### src/rtl/pncorr_seq.sv
// pncorr_seq: PN-code correlator sequencer.
// Registers each strobed 12-bit sample and drives an external add/subtract
// accumulator (B/CE/ACC/SUB) from a programmable chip code. After the last
// chip of every period the accumulator sum is captured into RES and offered
// on a VALID/ACK handshake, with a sticky OVR flag for unacknowledged
// results that get overwritten.
module pncorr_seq #(
  parameter int              LEN  = 16,       // chips per period, 2..64
  parameter logic [LEN-1:0]  CODE = 16'hB38F  // bit 0 is the first chip; 1 = add
) (
  input  logic        CLK,
  input  logic        RST,
  input  logic        EN,
  input  logic        STB,
  input  logic [11:0] DIN,
  output logic [11:0] B,
  output logic        CE,
  output logic        ACC,
  output logic        SUB,
  input  logic [11:0] Q,
  output logic [11:0] RES,
  output logic        VALID,
  input  logic        ACK,
  output logic        OVR,
  output logic [5:0]  PHASE
);

  localparam logic [0:0] ST_IDLE = 1'b0;
  localparam logic [0:0] ST_RUN  = 1'b1;

  // Code widened to the full PHASE range so a 6-bit index always fits.
  localparam logic [63:0] CODE_EXT   = 64'(CODE);
  localparam logic [5:0]  LAST_PHASE = 6'(LEN - 1);

  logic [0:0] state;
  logic       cap_d1;  // last chip strobed; accumulator updates next edge
  logic       cap_d2;  // accumulator now holds the final sum

  // Sequencer: run/idle control, chip counter and accumulator drive.
  // NOTE: every register here uses non-blocking assignments so all of them
  // sample the pre-edge values of PHASE, state and the capture pipe together.
  always_ff @(posedge CLK or posedge RST) begin
    if (RST) begin
      state  <= ST_IDLE;
      PHASE  <= '0;
      B      <= '0;
      CE     <= 1'b0;
      ACC    <= 1'b0;
      SUB    <= 1'b0;
      cap_d1 <= 1'b0;
      cap_d2 <= 1'b0;
    end else if (!EN) begin
      // Abandon any partial period; the result side is left untouched.
      state  <= ST_IDLE;
      PHASE  <= '0;
      CE     <= 1'b0;
      cap_d1 <= 1'b0;
      cap_d2 <= 1'b0;
    end else if (state == ST_IDLE) begin
      // A strobe on the enabling edge is ignored; chip 0 is the next one.
      state  <= ST_RUN;
      PHASE  <= '0;
      CE     <= 1'b0;
      cap_d1 <= 1'b0;
      cap_d2 <= cap_d1;
    end else begin
      cap_d2 <= cap_d1;
      if (STB) begin
        B      <= DIN;
        CE     <= 1'b1;
        ACC    <= (PHASE != 6'd0);
        SUB    <= ~CODE_EXT[PHASE];
        PHASE  <= (PHASE == LAST_PHASE) ? 6'd0 : PHASE + 6'd1;
        cap_d1 <= (PHASE == LAST_PHASE);
      end else begin
        CE     <= 1'b0;
        cap_d1 <= 1'b0;
      end
    end
  end

  // Result capture and handshake; a capture beats a same-edge ACK.
  always_ff @(posedge CLK or posedge RST) begin
    if (RST) begin
      RES   <= '0;
      VALID <= 1'b0;
      OVR   <= 1'b0;
    end else if (cap_d2) begin
      RES   <= Q;
      VALID <= 1'b1;
      if (VALID && !ACK) OVR <= 1'b1;
    end else if (VALID && ACK) begin
      VALID <= 1'b0;
    end
  end

endmodule

### config.mk
export PLATFORM = sky130hd
export DESIGN_NAME = pncorr_seq
export DESIGN_NICKNAME = d
export VERILOG_FILES = /design/src/rtl/pncorr_seq.sv
export SDC_FILE = /design/constraint.sdc
export NUM_CORES = 1
export LEC_CHECK = 0
export CAP_MARGIN = 15
export CORE_MARGIN = 3
export CORE_UTILIZATION = 25
export DETAILED_ROUTE_END_ITERATION = 10
export DONT_BUFFER_PORTS = 1
export GPL_TIMING_DRIVEN = 0
export HOLD_SLACK_MARGIN = 0.08
export PLACE_DENSITY = 0.47
export SLEW_MARGIN = 20
export SYNTH_ARGS = -nofsm -noshare
export SYNTH_HDL_FRONTEND = slang
export SYNTH_SLANG_ARGS = --single-unit
### constraint.sdc
create_clock -name CLK -period 1.6 [get_ports CLK]
set_input_delay 0.08 -clock CLK [delete_from_list [all_inputs] [get_ports CLK]]
set_output_delay 0.08 -clock CLK [all_outputs]
set_load 0.02 [all_outputs]
# Yosys cells after proc, flatten, opt, wreduce, memory -nomap -nowiden
# Memory sizes are Yosys's and may differ from the RTL's.
# Index checks and enable logic that the tools add are counted.
# classes
n_addsub	1
mul	0
div	0
magnitude_cmp	1
eq_ne	2
n_shift	0
n_mux	15
bitwise	1
reduce_logical	7
# op_table
cell	n
6-bit 2-to-1 mux	4
1-bit 2-to-1 mux	11
6-bit by 7-bit less-than comparator with 1-bit output, second input constant	1
6-bit by 1-bit adder with 6-bit output, second input constant	1
6-bit by 4-bit equality test with 1-bit output, second input constant	1
6-bit nonzero test	1
3-bit != test, second input constant	1
3-bit AND reduction	1
1-bit logical AND	2
2-bit AND reduction	1
2-bit nonzero test	1
1-bit zero test	1
1-bit inverter	1
# totals
ff_bits	38
latch_bits	0
ramBits	0
mem_bits_ro	64
input_bits	29
out_inout_bits	35
word_cells	39
memories	1
# memory_table
memory	depth	word_bits	read_ports	rd_clocked_by_memory_dff	wr	line_no	rtl
(no name shown)	64	1	1	0	0	72	SUB <= ~CODE_EXT[PHASE];

# Logic depth before layout (Yosys ltp)
# depth
ltp_word	5
ltp_mapped	6
depth_no_buf	6

# Worst setup path before layout
# OpenSTA, ideal clock, no wires.
# synth_path
path_kind	flip-flop to flip-flop
startpoint	register PHASE[1]
endpoint	register PHASE[4]
setup_ns	0.078
t_arrival_ns	1.416
required_ns	1.522
slack_ns	0.106
stages_incl_launch_ff	5
n_path_buf	0
period_less_slack_ns	1.494
path_cell_list	dfrtp_1 ha_1 nand4_1 or3b_2 a21oi_1
# synth_via
elab_chain_cells	5
elab_cells_between_ends	6
classes_between	add/sub: 1; eq/ne: 1; mux: 4
# synth_rtl
element	line_no	rtl
start, declared	25	output logic [5:0] PHASE
start signal, assigned	73	PHASE <= (PHASE == LAST_PHASE) ? 6'd0 : PHASE + 6'd1;
6-bit by 1-bit adder with 6-bit output / 6-bit by 4-bit equality test with 1-bit output (equally long branches)	73	
6-bit 2-to-1 mux (*)	73	
6-bit 2-to-1 mux (*)	68	if (STB) begin
6-bit 2-to-1 mux (*)	59	end else if (state == ST_IDLE) begin
6-bit 2-to-1 mux (*)	52	end else if (!EN) begin
# Mark *: on every way between the ends. The rest lies on a longest branch, timed or not. The select of a mux whose other input is x is not followed.
# A chain may end at the register's enable or synchronous reset.

# Final worst setup path
# Same ends and word-level chain as after synthesis.

==> out/qor.txt <==
vias in the first global route: 1,159
Cell Int Power: 1.82 mW
YS warnings: 0
crit end category: register
sequential area share after synthesis: 0.590
sequential share of power: 0.495
hold path start: EN
Die Span X: 86.3 um
endpoints failing setup: 0
number of buffers inserted by port buffering: 0
Adder-Cell Fraction of Synth Area: 0.0311
setup slack, reg-to-reg: 0.09 ns
1st-iter DRT viols: 7
CP arrival: 1.71 ns
routed vias/inst: 4.58
commonest non-fill, non-tap cells in the layout: 35 x dfrtp_1, 27 x dlygate4sd3_1, 19 x mux2_2, 6 x clkbuf_8
period utilisation layout: 0.943
r2r endpoint: PHASE[4]$_DFFE_PP0P_
worst slew pin tran: 0.469 ns
root buf cell: clkbuf_8
post-synthesis simple-gate area fraction: 0.0823
multi-input logic area: 591 um2
synth-to-layout area growth: 34.2%
synth unique cells: 32
share of layout cells above drive strength 1: 0.309
Sw Ratio: 0.227
# nets final: 184
asr flop ratio synth: 1.00
# fillers: 591
WL final: 3510 um
routed vias: 1,039
TritonCTS clock tree: done
max_slew headroom: 0.687
Rows: 28
CTS clk-pin slew, worst paths: 0.07 ns
largest net degree at the start of global routing: 21
Leak: 0.973 nW
largest family of logic cells by synthesized area: multiplexers
critical-path cell list: ha_4 -> nand4_1 -> or3b_2 -> a21oi_1
combinational share of power: 0.084
TritonCTS buffer count: 5
DP HPWL: 2470 um
worst vdd ir: 0.481 mV
met3 Use GR: 0.0418
Pwr Total: 2.36 mW
diode count: 0
setup total negative slack: 0 ns
Synth Cell Area: 1610 um2
Post-CTS Setup Inserts: 0
grt ovf: 0
Post-Layout Inst Area: 2160 um2
count of mapped cells out of synthesis: 116
Die ar.: 7450 um2
Synth Area in XOR/XNOR: 0
R2R depth: 4
fmax: 0.663 GHz
post-synthesis mux area share: 0.192
antenna violations before repair: 0
CP max stage delay: 0.52 ns
CTS max path bufs: 2
grt met2 use: 0.171
core box area: 6100 um2
max-cap violations: 0
pwr dens: 1090 nW/um2
Startpoint Class: register
Main synth FF type: dfrtp_1
number of synthesized flops with an enable pin: 0
status: finished clean
RePlAce Congestion: 0.838
clock tree sinks: 38
Clock power frac: 0.420
Worst Path Required: 1.81 ns
hold path depth: 2
Final ANT Viol Nets: 0
H-tree lvl count: 2
Starting Density: 0.264
die span in y: 86.3 um
first-pass GRT wire length: 5580 um
clk_lat worst skew: 0.28 ns
Clock Skew: 0.00676 ns
Hold WS: 0.0995 ns
Synth Area in Compound Gates: 0.0536
placement-stage cell area: 1730 um2
CP delay by family, top: simple AND/OR/NAND/NOR gates
sequential cell area: 955 um2
Hold WC Path Type: in2reg
WHS Endpoint: PHASE[4]$_DFFE_PP0P_
average size of a mapped cell: 13.9 um2
GRT Overall Usage: 0.0955
detailed-route wire length per cell: 15.4 um
P_sw: 535 uW
Worst path slowest cell: dfrtp_2
Setup CP Type: reg2reg
Final Hold Fails: 0
post-synth net total: 149
post-route minimum period: 1.51 ns
CP bufs+invs: 0
worst r2r src: PHASE[1]$_DFFE_PP0P_
Global Route met1 Usage: 0.102
commonest non-fill, non-tap cell in the layout: dfrtp_1
Residual DRC: 0
Max FO, Critical Path: 8
first drt pass iteration count: 4
Seq cells post-synth: 38
Slew Viols, Final: 0
# IOs: 64
grt peak-use layer: met2
==> power by group through the flow <==
stage | Clock, mW | Combinational [mW] | Sequential (mW)
global placement | 0 | 0.134 | 1.19
detailed placement | 0 | 0.148 | 1.19
global route | 1.08 | 0.218 | 1.18
floorplan | 0 | 0.119 | 1.17
CTS | 1.04 | 0.203 | 1.17
finish | 0.992 | 0.199 | 1.17
==> worst max path at each step <==
stage / cells past startpoint / start / end / slack [ns]
after floorplan: 4 / PHASE[1]$_DFFE_PP0P_ / PHASE[4]$_DFFE_PP0P_ / 0.11
after global placement: 4 / PHASE[1]$_DFFE_PP0P_ / PHASE[4]$_DFFE_PP0P_ / -0.02
after CTS: 4 / PHASE[1]$_DFFE_PP0P_ / PHASE[4]$_DFFE_PP0P_ / 0.06
after detailed placement: 4 / PHASE[1]$_DFFE_PP0P_ / PHASE[4]$_DFFE_PP0P_ / -0.04
after global routing: 4 / PHASE[1]$_DFFE_PP0P_ / PHASE[4]$_DFFE_PP0P_ / -0.007
final: 4 / PHASE[1]$_DFFE_PP0P_ / PHASE[4]$_DFFE_PP0P_ / 0.09
==> Yosys cell counts (2+ instances only) <==
cell,count,area share
buf_6,2,0.014
nand2_1,3,0.0070
and2_1,2,0.0078
nor3_1,3,0.0093
ha_1,4,0.031
nand3_1,3,0.0093
nor2_1,5,0.012
mux2_2,19,0.13
buf_2,2,0.0062
nand4_1,2,0.0078
inv_1,6,0.014
mux2i_1,2,0.012
dfrtp_1,38,0.59
mux2_4,5,0.047
a21oi_1,3,0.0093
==> layer usage <==
metal / part of all wire / vias up / wire length (um)
met5: 0 / - / 0
met4: 0.013 / 0 / 46
met3: 0.099 / 5 / 347
met2: 0.51 / 49 / 1790
met1: 0.38 / 510 / 1320
li1: - / 475 / -
==> through the flow <==
stage / worst slack, ns / utilization / cells
2_1_floorplan: 0.106 / - / 116
3_3_place_gp: -0.0214 / 0.280 / 191
3_5_place_dp: -0.0442 / 0.284 / 192
4_1_cts: 0.0642 / 0.352 / 227
5_1_grt: -0.00658 / 0.355 / 227
6_report: 0.0916 / 0.355 / 227
==> area by class of cell <==
type	count	share of cell area
sequential	38	0.442
multi-input combinational	66	0.273
timing repair buffer	28	0.138
tap	75	0.0434
clock buffer	6	0.0382
clock inverter	2	0.0278
buffer	6	0.0278
inverter	6	0.0104
==> cells by family (layout without fill, tap and decap cells) <==
group,count (synthesis),in the layout
simple gates,24,24
buf+inv,12,48
mux,26,26
compound gates,12,12
fa+ha+maj,4,4
flops,38,38
==> flip-flops by register name (all words and copies together), names as in the netlist <==
register / cells
ACC: 1
B: 12
CE: 1
OVR: 1
PHASE: 6
RES: 12
SUB: 1
VALID: 1
cap_d1: 1
cap_d2: 1
state: 1
==> repair_timing <==
| item | 4_1_cts | 5_1_grt |
|---|---|---|
| gates resized for setup | 2 | 3 |
| setup endpoints to repair | 1 | 1 |
| pin swaps | 0 | 0 |
| endpoints found under the hold margin | 66 | 0 |
| hold buffers | 27 | 0 |
(Power assumes the default switching activity.)
